`config.mk`:
```
export PLATFORM = sky130hd
export DESIGN_NAME = max7219_receiver_flat
export DESIGN_NICKNAME = d
export VERILOG_FILES = /design/src/rtl/max7219_pkg.sv /design/src/rtl/max7219_receiver_if.sv /design/src/rtl/max7219_code_b.sv /design/src/rtl/max7219_receiver.sv /design/src/flat_wrapper.sv
export SDC_FILE = /design/constraint.sdc
export NUM_CORES = 1
export LEC_CHECK = 0
export ABC_CLOCK_PERIOD_IN_PS = 4050
export CAP_MARGIN = 10
export CORE_ASPECT_RATIO = 1.4
export CORE_MARGIN = 2
export CORE_UTILIZATION = 64
export DETAILED_ROUTE_END_ITERATION = 12
export DONT_BUFFER_PORTS = 1
export MAX_ROUTING_LAYER = met4
export PLACE_DENSITY_LB_ADDON = 0.05
export SLEW_MARGIN = 20
export SYNTH_ARGS = -nofsm -noshare
export SYNTH_HDL_FRONTEND = slang
export SYNTH_SLANG_ARGS = --single-unit
```
`constraint.sdc`:
```
create_clock -name clk -period 4.05 [get_ports clk]
set_input_delay 0.2025 -clock clk [delete_from_list [all_inputs] [get_ports clk]]
set_output_delay 0.2025 -clock clk [all_outputs]
set_load 0.02 [all_outputs]
```
`src/rtl/max7219_pkg.sv`:
```
// max7219_pkg: MAX7219 register map, segment bit order and Code B font
package max7219_pkg;
   localparam logic [3:0] ADDR_NOOP         = 4'h0;
   localparam logic [3:0] ADDR_DIGIT0       = 4'h1;
   localparam logic [3:0] ADDR_DIGIT1       = 4'h2;
   localparam logic [3:0] ADDR_DIGIT2       = 4'h3;
   localparam logic [3:0] ADDR_DIGIT3       = 4'h4;
   localparam logic [3:0] ADDR_DIGIT4       = 4'h5;
   localparam logic [3:0] ADDR_DIGIT5       = 4'h6;
   localparam logic [3:0] ADDR_DIGIT6       = 4'h7;
   localparam logic [3:0] ADDR_DIGIT7       = 4'h8;
   localparam logic [3:0] ADDR_DECODE       = 4'h9;
   localparam logic [3:0] ADDR_INTENSITY    = 4'hA;
   localparam logic [3:0] ADDR_SCAN_LIMIT   = 4'hB;
   localparam logic [3:0] ADDR_SHUTDOWN     = 4'hC;
   localparam logic [3:0] ADDR_DISPLAY_TEST = 4'hF;
   localparam int SEG_DP = 7;
   localparam int SEG_A  = 6;
   localparam int SEG_B  = 5;
   localparam int SEG_C  = 4;
   localparam int SEG_D  = 3;
   localparam int SEG_E  = 2;
   localparam int SEG_F  = 1;
   localparam int SEG_G  = 0;
   // entry [c] holds segments A..G for code c; codes A..F are -,E,H,L,P,blank
   localparam logic [15:0][6:0] CODE_B = {
      7'h00, 7'h67, 7'h0E, 7'h37, 7'h4F, 7'h01, 7'h7B, 7'h7F,
      7'h70, 7'h5F, 7'h5B, 7'h33, 7'h79, 7'h6D, 7'h30, 7'h7E
   };
   function automatic logic [6:0] code_b_segs(input logic [3:0] code);
      return CODE_B[code];
   endfunction
endpackage

```
`src/rtl/max7219_receiver_if.sv`:
```
// max7219_receiver_if: three-wire MAX7219 serial link (clko/dout/load)
interface max7219_receiver_if;
   logic sclk;
   logic din;
   logic load;
   modport master (output sclk, din, load);
   modport slave  (input  sclk, din, load);
endinterface

```
`src/rtl/max7219_code_b.sv`:
```
// max7219_code_b: Code B font lookup with decimal point
module max7219_code_b
   import max7219_pkg::*;
(
   input  logic [3:0] code,
   input  logic       dp,
   output logic [7:0] pattern
);
   assign pattern = {dp, code_b_segs(code)};
endmodule

```
`src/rtl/max7219_receiver.sv`:
```
// max7219_receiver: oversampling MAX7219 frame receiver, register file and segment driver
module max7219_receiver
   import max7219_pkg::*;
#(
   parameter int SYNC_STAGES = 2
) (
   input  logic              clk,
   input  logic              reset,
   max7219_receiver_if.slave ser,
   output logic              frame_valid,
   output logic [15:0]       frame_data,
   output logic              frame_error,
   output logic [7:0]        decode_mode,
   output logic [3:0]        intensity,
   output logic [2:0]        scan_limit,
   output logic              shutdown,
   output logic              display_test,
   output logic [63:0]       segments
);
   localparam int WW = $clog2(SYNC_STAGES + 2);
   logic [SYNC_STAGES-1:0] sclk_sync, din_sync, load_sync;
   logic                   sclk_d, din_d, load_d, sclk_rise, load_rise;
   logic [WW-1:0]          warm;
   logic                   armed;
   logic [15:0]            shift_reg;
   logic [4:0]             bit_cnt;
   logic [7:0][7:0]        digit;
   logic [3:0]             addr;
   logic [7:0]             value;
   // edges are suppressed until the edge flops have seen the post-reset pin levels
   assign armed = warm == WW'(SYNC_STAGES + 1);
   assign addr  = shift_reg[11:8];
   assign value = shift_reg[7:0];
   always_ff @(posedge clk) begin
      if (reset) begin
         {sclk_sync, din_sync, load_sync} <= '0;
         {sclk_d, din_d, load_d, sclk_rise, load_rise} <= '0;
         warm <= '0;
         shift_reg <= '0;
         bit_cnt <= '0;
         digit <= '0;
         frame_valid <= 1'b0;
         frame_data <= '0;
         frame_error <= 1'b0;
         decode_mode <= '0;
         intensity <= '0;
         scan_limit <= '0;
         shutdown <= 1'b1;
         display_test <= 1'b0;
      end else begin
         sclk_sync <= {sclk_sync[SYNC_STAGES-2:0], ser.sclk};
         din_sync <= {din_sync[SYNC_STAGES-2:0], ser.din};
         load_sync <= {load_sync[SYNC_STAGES-2:0], ser.load};
         sclk_d <= sclk_sync[SYNC_STAGES-1];
         din_d <= din_sync[SYNC_STAGES-1];
         load_d <= load_sync[SYNC_STAGES-1];
         sclk_rise <= armed && sclk_sync[SYNC_STAGES-1] && !sclk_d;
         load_rise <= armed && load_sync[SYNC_STAGES-1] && !load_d;
         warm <= armed ? warm : warm + WW'(1);
         frame_valid <= load_rise;
         // a load rise wins over a coincident sclk rise, whose bit is dropped
         if (load_rise) begin
            frame_data <= shift_reg;
            frame_error <= bit_cnt < 5'd16;
            bit_cnt <= '0;
            if (addr >= ADDR_DIGIT0 && addr <= ADDR_DIGIT7) digit[3'(addr - ADDR_DIGIT0)] <= value;
            if (addr == ADDR_DECODE) decode_mode <= value;
            if (addr == ADDR_INTENSITY) intensity <= value[3:0];
            if (addr == ADDR_SCAN_LIMIT) scan_limit <= value[2:0];
            if (addr == ADDR_SHUTDOWN) shutdown <= ~value[0];
            if (addr == ADDR_DISPLAY_TEST) display_test <= value[0];
         end else if (sclk_rise && !load_d) begin
            shift_reg <= {shift_reg[14:0], din_d};
            bit_cnt <= bit_cnt + 5'(bit_cnt != 5'd31);
         end
      end
   end
   for (genvar k = 0; k < 8; k++) begin : g_dig
      logic [7:0] cb;
      max7219_code_b u_cb (.code(digit[k][3:0]), .dp(digit[k][7]), .pattern(cb));
      assign segments[8*k +: 8] = display_test ? 8'hFF :
                                  (shutdown || 3'(k) > scan_limit) ? 8'h00 :
                                  decode_mode[k] ? cb : digit[k];
   end
endmodule

```
`src/flat_wrapper.sv`:
```
// flat-port wrapper written by rule: the top's interface ports become plain ports
module max7219_receiver_flat import max7219_pkg::*;
#(
   parameter int SYNC_STAGES = 2
)
  (clk, reset, frame_valid, frame_data, frame_error, decode_mode, intensity, scan_limit, shutdown, display_test, segments, ser_sclk, ser_din, ser_load);
  max7219_receiver_if ser_i ();
  input  logic clk;
  input  logic reset;
  output logic frame_valid;
  output logic [15:0] frame_data;
  output logic frame_error;
  output logic [7:0] decode_mode;
  output logic [3:0] intensity;
  output logic [2:0] scan_limit;
  output logic shutdown;
  output logic display_test;
  output logic [63:0] segments;
  input wire logic [$bits(ser_i.sclk)-1:0] ser_sclk;
  input wire logic [$bits(ser_i.din)-1:0] ser_din;
  input wire logic [$bits(ser_i.load)-1:0] ser_load;
  assign ser_i.sclk = ser_sclk;
  assign ser_i.din = ser_din;
  assign ser_i.load = ser_load;
  max7219_receiver #(.SYNC_STAGES(SYNC_STAGES)) u_core (.clk(clk), .reset(reset), .ser(ser_i), .frame_valid(frame_valid), .frame_data(frame_data), .frame_error(frame_error), .decode_mode(decode_mode), .intensity(intensity), .scan_limit(scan_limit), .shutdown(shutdown), .display_test(display_test), .segments(segments));
endmodule
```
### After elaboration in Yosys (flattened, before gate mapping)

Memory sizes are Yosys's and may differ from the RTL's. A register that Yosys moved wholly into a read port is not among the register bits.
Cells that the tools add are included.

| storage, ports and cells | value |
|---|---|
| word-level logic and storage cells | 144 |
| bits in registers | 133 |
| memories | 8 |
| bits in read-only memories | 896 |
| input bits | 5 |

| cells by class | value |
|---|---|
| bitwise gates (word level) | 2 |
| add/subtract/negate cells | 3 |
| magnitude comparators | 21 |
| multiplexer cells | 51 |
| reductions and logical operators | 25 |
| equal/unequal tests | 7 |

Memory list:

| memory | words | bits a word | read ports | clocked after Yosys merged registers in | wr ports | line | text |
|---|---|---|---|---|---|---|---|
| (no name shown) | 16 | 7 | 1 | 1 | 0 | max7219_pkg.sv:31 | `return CODE_B[code];` |
| (no name shown) | 16 | 7 | 1 | 1 | 0 | max7219_pkg.sv:31 |  |
| (no name shown) | 16 | 7 | 1 | 1 | 0 | max7219_pkg.sv:31 |  |
| (no name shown) | 16 | 7 | 1 | 1 | 0 | max7219_pkg.sv:31 |  |
| (no name shown) | 16 | 7 | 1 | 1 | 0 | max7219_pkg.sv:31 |  |
| (no name shown) | 16 | 7 | 1 | 1 | 0 | max7219_pkg.sv:31 |  |
| +2 memories | n/a | n/a | n/a | n/a | n/a | n/a |  |

Operator list:

| cell | number |
|---|---|
| 2-to-1 mux 8 bit | 17 |
| 2-to-1 mux 7 bit | 16 |
| bitwise mux 64 bit | 1 |
| 2-to-1 mux 4 bit | 16 |
| < comparator 4 x 5 -> 1 bit, second input constant | 8 |
| demux 8 bit (select 3 bit) | 1 |
| == test 4 bit, second input constant | 5 |
| AND reduction 2 bit | 7 |
| > comparator 3 bit, first input constant | 4 |
| logical OR 1 bit | 8 |
| logical AND 1 bit | 7 |
| > comparator 1 x 3 -> 1 bit, first input constant | 2 |
| > comparator 2 x 3 -> 1 bit, first input constant | 2 |
| adder 5 x 1 -> 5 bit | 1 |
| < comparator 5 bit, second input constant | 1 |
| inequality test 5 bit, second input constant | 1 |
| greater-or-equal comparator 4 x 1 -> 1 bit, second input constant | 1 |
| <= comparator 4 bit, second input constant | 1 |
| < comparator 3 x 4 -> 1 bit, second input constant | 1 |
| greater-or-equal comparator 3 x 1 -> 1 bit, second input constant | 1 |
| subtractor 3 x 1 -> 3 bit, second input constant | 1 |
| adder 2 x 1 -> 2 bit, second input constant | 1 |
| == test 2 bit, second input constant | 1 |
| logical NOT 1 bit | 2 |
| 2 further kinds | 3 |

### Logic depth before layout (Yosys ltp)

| depth | value |
|---|---|
| depth in word-level cells | 8 |
| mapped depth | 16 |
| gate-level depth less buffers | 14 |

### Modules after synthesis

A second synthesis with hierarchy kept.

| unflattened totals | value |
|---|---|
| cell total of the unflattened synthesis | 931 |
| area, all modules | 8904.8 um^2 |

By module, submodules not included:

| module | area an instance (um^2) | seq. area each (um^2) | times used | cells each |
|---|---|---|---|---|
| max7219_receiver | 6451.2 | 2662.6 | 1 | 667 |
| max7219_code_b at u_core.g_dig[4].u_cb ... | 300.3 | 0.0 | 4 | 33 |
| max7219_code_b at u_core.g_dig[0].u_cb ... | 316.6 | 0.0 | 3 | 33 |
| max7219_code_b at u_core.g_dig[2].u_cb | 302.8 | 0.0 | 1 | 33 |

### Worst setup path after synthesis

OpenSTA, ideal clock, no wires.

| path | value |
|---|---|
| path type | register to register |
| start | reg u_core.shift_reg[8] |
| end | reg, netlist name u_core.g_dig[6].cb[2] |
| data arrival time | 3200 ps |
| clock period less this slack | 3331 ps |
| path slack | 719 ps |
| cell stages (with the launch flop) | 15 |
| setup time | 130 ps |
| cells stage by stage | dfxtp_1 buf_4 inv_1 ha_1 nand2b_1 o22a_1 nor2_1 clkbuf_1 nand2_1 a21oi_1 inv_1 ha_1 a2111oi_0 a31oi_1 a2bb2oi_1 |

RTL lines:

| what | line | text |
|---|---|---|
| start, declared | max7219_receiver.sv:25 | `logic [15:0] shift_reg;` |
| start signal, assigned | max7219_receiver.sv:73 | `shift_reg <= {shift_reg[14:0], din_d};` |

==> flow_summary_export.csv <==
group,metric,value,unit
power_and_ir_drop,p_int,0.00275,W
timing,final.setup.worst_slack,0.338,ns
synth,synth_edf_count,0,
synth,syn-num-nets,1220,
synth,synth_cell_type_count,75,
hold_path,hp-class,"input pin to flip-flop",
synth,ys_seq_area_share,37.8,%
grt,grt_pass1_vias,7778,
cells_and_area,area_growth,6.56,%
timing,worstMarginPinSlew,0.874,ns
synth,muxShareOfSynthArea,13.8,%
grt,track_usage,31.0,%
detailed_routing,vias,7955,
synth,ys_warn_count,0,
detailed_routing,drt_iter0_markers,496,
timing,min_period,3.71,ns
detailed_routing,via_per_inst,6.03,
synth,synth-compound-area-share,18.2,%
power_and_ir_drop,leakagePower,3.68,nW
timing,slew_viol_final,0,
floorplan,start_util,64.8,%
clocking,insertion_delay,0.44,ns
timing,hold_viol,0,
synth,synth-xor-area-share,0.624,%
synth,synth_top_family_by_area,"compound AO/OA/AOI/OAI gates",
run_status,status,"complete, no violations",
detailed_routing,wl_per_cell,18.7,µm
synth,synthesis.area,10000,µm²
floorplan,die_h,152,µm
clocking,clockBufferDepth,2,
worst_setup_path,cp.required,4.37,ns
placement,dp_hpwl,16800,µm
worst_setup_path,cp-end-kind,"flip-flop",
synth,synthSimpleGateAreaFrac,15.9,%
cells_and_area,nNetsFinal,1178,
clocking,path_clk_slew,0.07,ns
power_and_ir_drop,irDropWorstVdd,286,µV
clocking,cts_made_buffers,17,
synth,synth_seq_cells,189,
floorplan,io_pins,104,
run,cap_violations,0,
cells_and_area,drive_gt1_share,8.46,%
cells_and_area,largest_reg_flops,64,
timing,fmax,269,MHz
grt,grt_max_degree,128,
synth,synthCells,1152,
cells_and_area,ff_latch_area,3790,µm²
clocking,cts_root_buf,"clkbuf_16",
floorplan,rows,54,
grt,gr-total-overflow,0,
worst_setup_path,cp-start-kind,"flip-flop",
detailed_routing,drtPass1Iterations,5,
clocking,htree_num_levels,4,
detailed_routing,drt-total-wl,24700,µm
detailed_routing,ant_nets,0,
placement,gp_congestion,0.927,
cells_and_area,finalNonFillerCells,1319,
floorplan,die_w,110,µm
worst_setup_path,path_class,"flip-flop to flip-flop",
power_and_ir_drop,power.density,334,nW/µm²
clocking,cts.sinks,189,
grt,grt_pass1_wl,39800,µm
power_and_ir_drop,clockPowerShare,46.2,%
timing,skew,0.0132,ns
power_and_ir_drop,switching_share,22.9,%
power_and_ir_drop,pwr-share-seq,52.4,%
timing,finalSetupTns,0,ns
placement,io_buffer_count,0,
worst_setup_path,arrival,4.03,ns
synth,postSynthAreaPerCell,8.70,µm²
placement,dp.cells,1282,
timing,post-route-period-util,91.6,%
clocking,cts_resized,0,
grt,antenna_found_initial,0,
timing,setup_viol,0,
synth,synthAdderAreaFrac,7.87,%
placement,place_worst_setup_slack,0.450,ns
cells_and_area,diodes,0,
timing,rsz0062_at_grt,"false",
floorplan,dieArea,16700,µm²
cells_and_area,top_register,"u_core.digit",
worst_setup_path,critical_path.max_fanout,11,
cells_and_area,num-fill-cells,1318,
cells_and_area,multi_input_area,5670,µm²
detailed_routing,drc,0,
synth,ys.flop_type,"dfxtp_1",
synth,synthArstFlopShare,0,%
clocking,cts_tree,"done",
floorplan,core_area,15500,µm²
timing,relSlewSlack,41.6,%
power_and_ir_drop,power.total,0.00357,W
power_and_ir_drop,p_comb_share,1.4,%
power_and_ir_drop,power.switching,0.000816,W
cells_and_area,final_util,69.0,%
## power by group through the flow
stage / clock network [W] / logic, W / registers [W]
6_report: 0.00165 / 0.0000498 / 0.00187
5_1_grt: 0.00174 / 0.0000546 / 0.00187
4_1_cts: 0.00167 / 0.0000494 / 0.00187
3_5_place_dp: 0 / 0.0000222 / 0.00191
3_3_place_gp: 0 / 0.0000215 / 0.00191
2_1_floorplan: 0 / 0.0000409 / 0.00191
## cell type report
class	count	share of cell area [%]
well taps	196	2.30
clock inverters	14	1.35
repair buffers	21	1.76
flip-flops and latches	189	35.5
clock buffers	18	4.02
multi-input cells	824	53.1
inverters	57	2.00
## synth_stat cells, drive strengths merged (3+ instances only)
master	number	area, µm²
a211oi	15	113
a21o	7	52.6
a21oi	127	666
a31o	6	52.6
a31oi	4	25.0
a41o	3	30.0
and2	4	25.0
buf	28	161
clkbuf	54	204
dfxtp	189	3780
ha	63	788
inv	55	206
mux2	12	143
mux2i	117	1200
nand2	170	638
nand2b	7	43.8
nand3	26	135
nand3b	7	52.6
nand4	6	37.5
nor2	66	264
nor2b	17	106
nor3	20	121
nor3b	6	55.1
nor4	6	37.5
o211ai	7	52.6
o21a	3	22.5
o21ai	19	98.9
o21bai	60	450
o22a	3	26.3
o22ai	5	37.5
o31ai	3	22.5
or3	3	23.8
xor2	5	62.6
## layout by cell type, fill, tap and decap left out, types with 3 or more instances in the layout
master,n
inv_1,53
dfxtp_1,188
and2_1,4
nor3_2,3
nand2b_1,7
mux2i_1,114
a41o_1,3
a21o_1,7
o21a_1,3
nor4_1,6
a31o_2,6
clkbuf_16,17
o22a_1,3
nor3_1,16
nand4_1,6
nand2_1,170
nor3b_1,4
mux2_2,10
o211ai_1,7
a31oi_1,4
o21ai_0,14
a211oi_1,15
buf_4,16
dlygate4sd3_1,4
a21oi_1,123
o21ai_1,4
nor2_1,65
o22ai_1,4
inv_6,8
nand3_1,25
nor2b_1,16
o21bai_1,60
nand3b_1,7
xor2_1,4
ha_1,63
## what timing repair did
action / CTS / global route
setup buffers: 0 / 0
endpoints found under the setup margin: 0 / 0
hold endpoints to repair: 127 / 0
hold buffers: 5 / 0
## layer usage
| layer | routed length, µm | global-route usage (%) |
|---|---|---|
| met1 | 10200 | 36.7 |
| met4 | 739 | 12.5 |
| met3 | 1440 | 6.35 |
| met5 | 0 | - |
| met2 | 12400 | 50.9 |
## metrics by stage
step	instance area, µm²	hold WS (ns)
after floorplan	10000	0.331
final	10700	0.00677
after CTS	10700	0.000594
after detailed placement	10000	0.296
after global routing	10700	0.0144
after global placement	10000	0.293
## kinds of logic (layout without fill, tap and decap cells)
| kind of cell | count (synthesis) | count (layout) |
|---|---|---|
| buf+inv | 139 | 110 |
| fa+ha+maj | 63 | 63 |
| compound gates | 281 | 281 |
| flops | 189 | 189 |
| xor+xnor | 5 | 5 |
| simple gates | 344 | 344 |
| mux | 131 | 131 |
## final timing paths
| check | startpoint | cells past startpoint | to | slack, ns |
|---|---|---|---|---|
| hold reg to reg | u_core.din_d | 2 | u_core.shift_reg[0] | 0.44 |
| hold / removal | reset | 2 | u_core.g_dig[2].cb[5] | 0.007 |
| setup reg to reg | u_core.shift_reg[8] | 12 | u_core.g_dig[6].cb[2] | 0.34 |
| setup / recovery | u_core.shift_reg[8] | 12 | u_core.g_dig[6].cb[2] | 0.34 |
## worst max-delay path, cell delays in order (launching register included)
cell and delay [ns]:
dfxtp_1 0.54, inv_1 0.12, ha_1 0.31, nand2b_1 0.20, o22a_1 0.38, nor2_1 0.30, nand2_1 0.11, a21oi_1 0.29
inv_1 0.16, ha_1 0.36, a2111oi_0 0.58, a31oi_1 0.09, a2bb2oi_1 0.16
(Power assumes the default switching activity.)
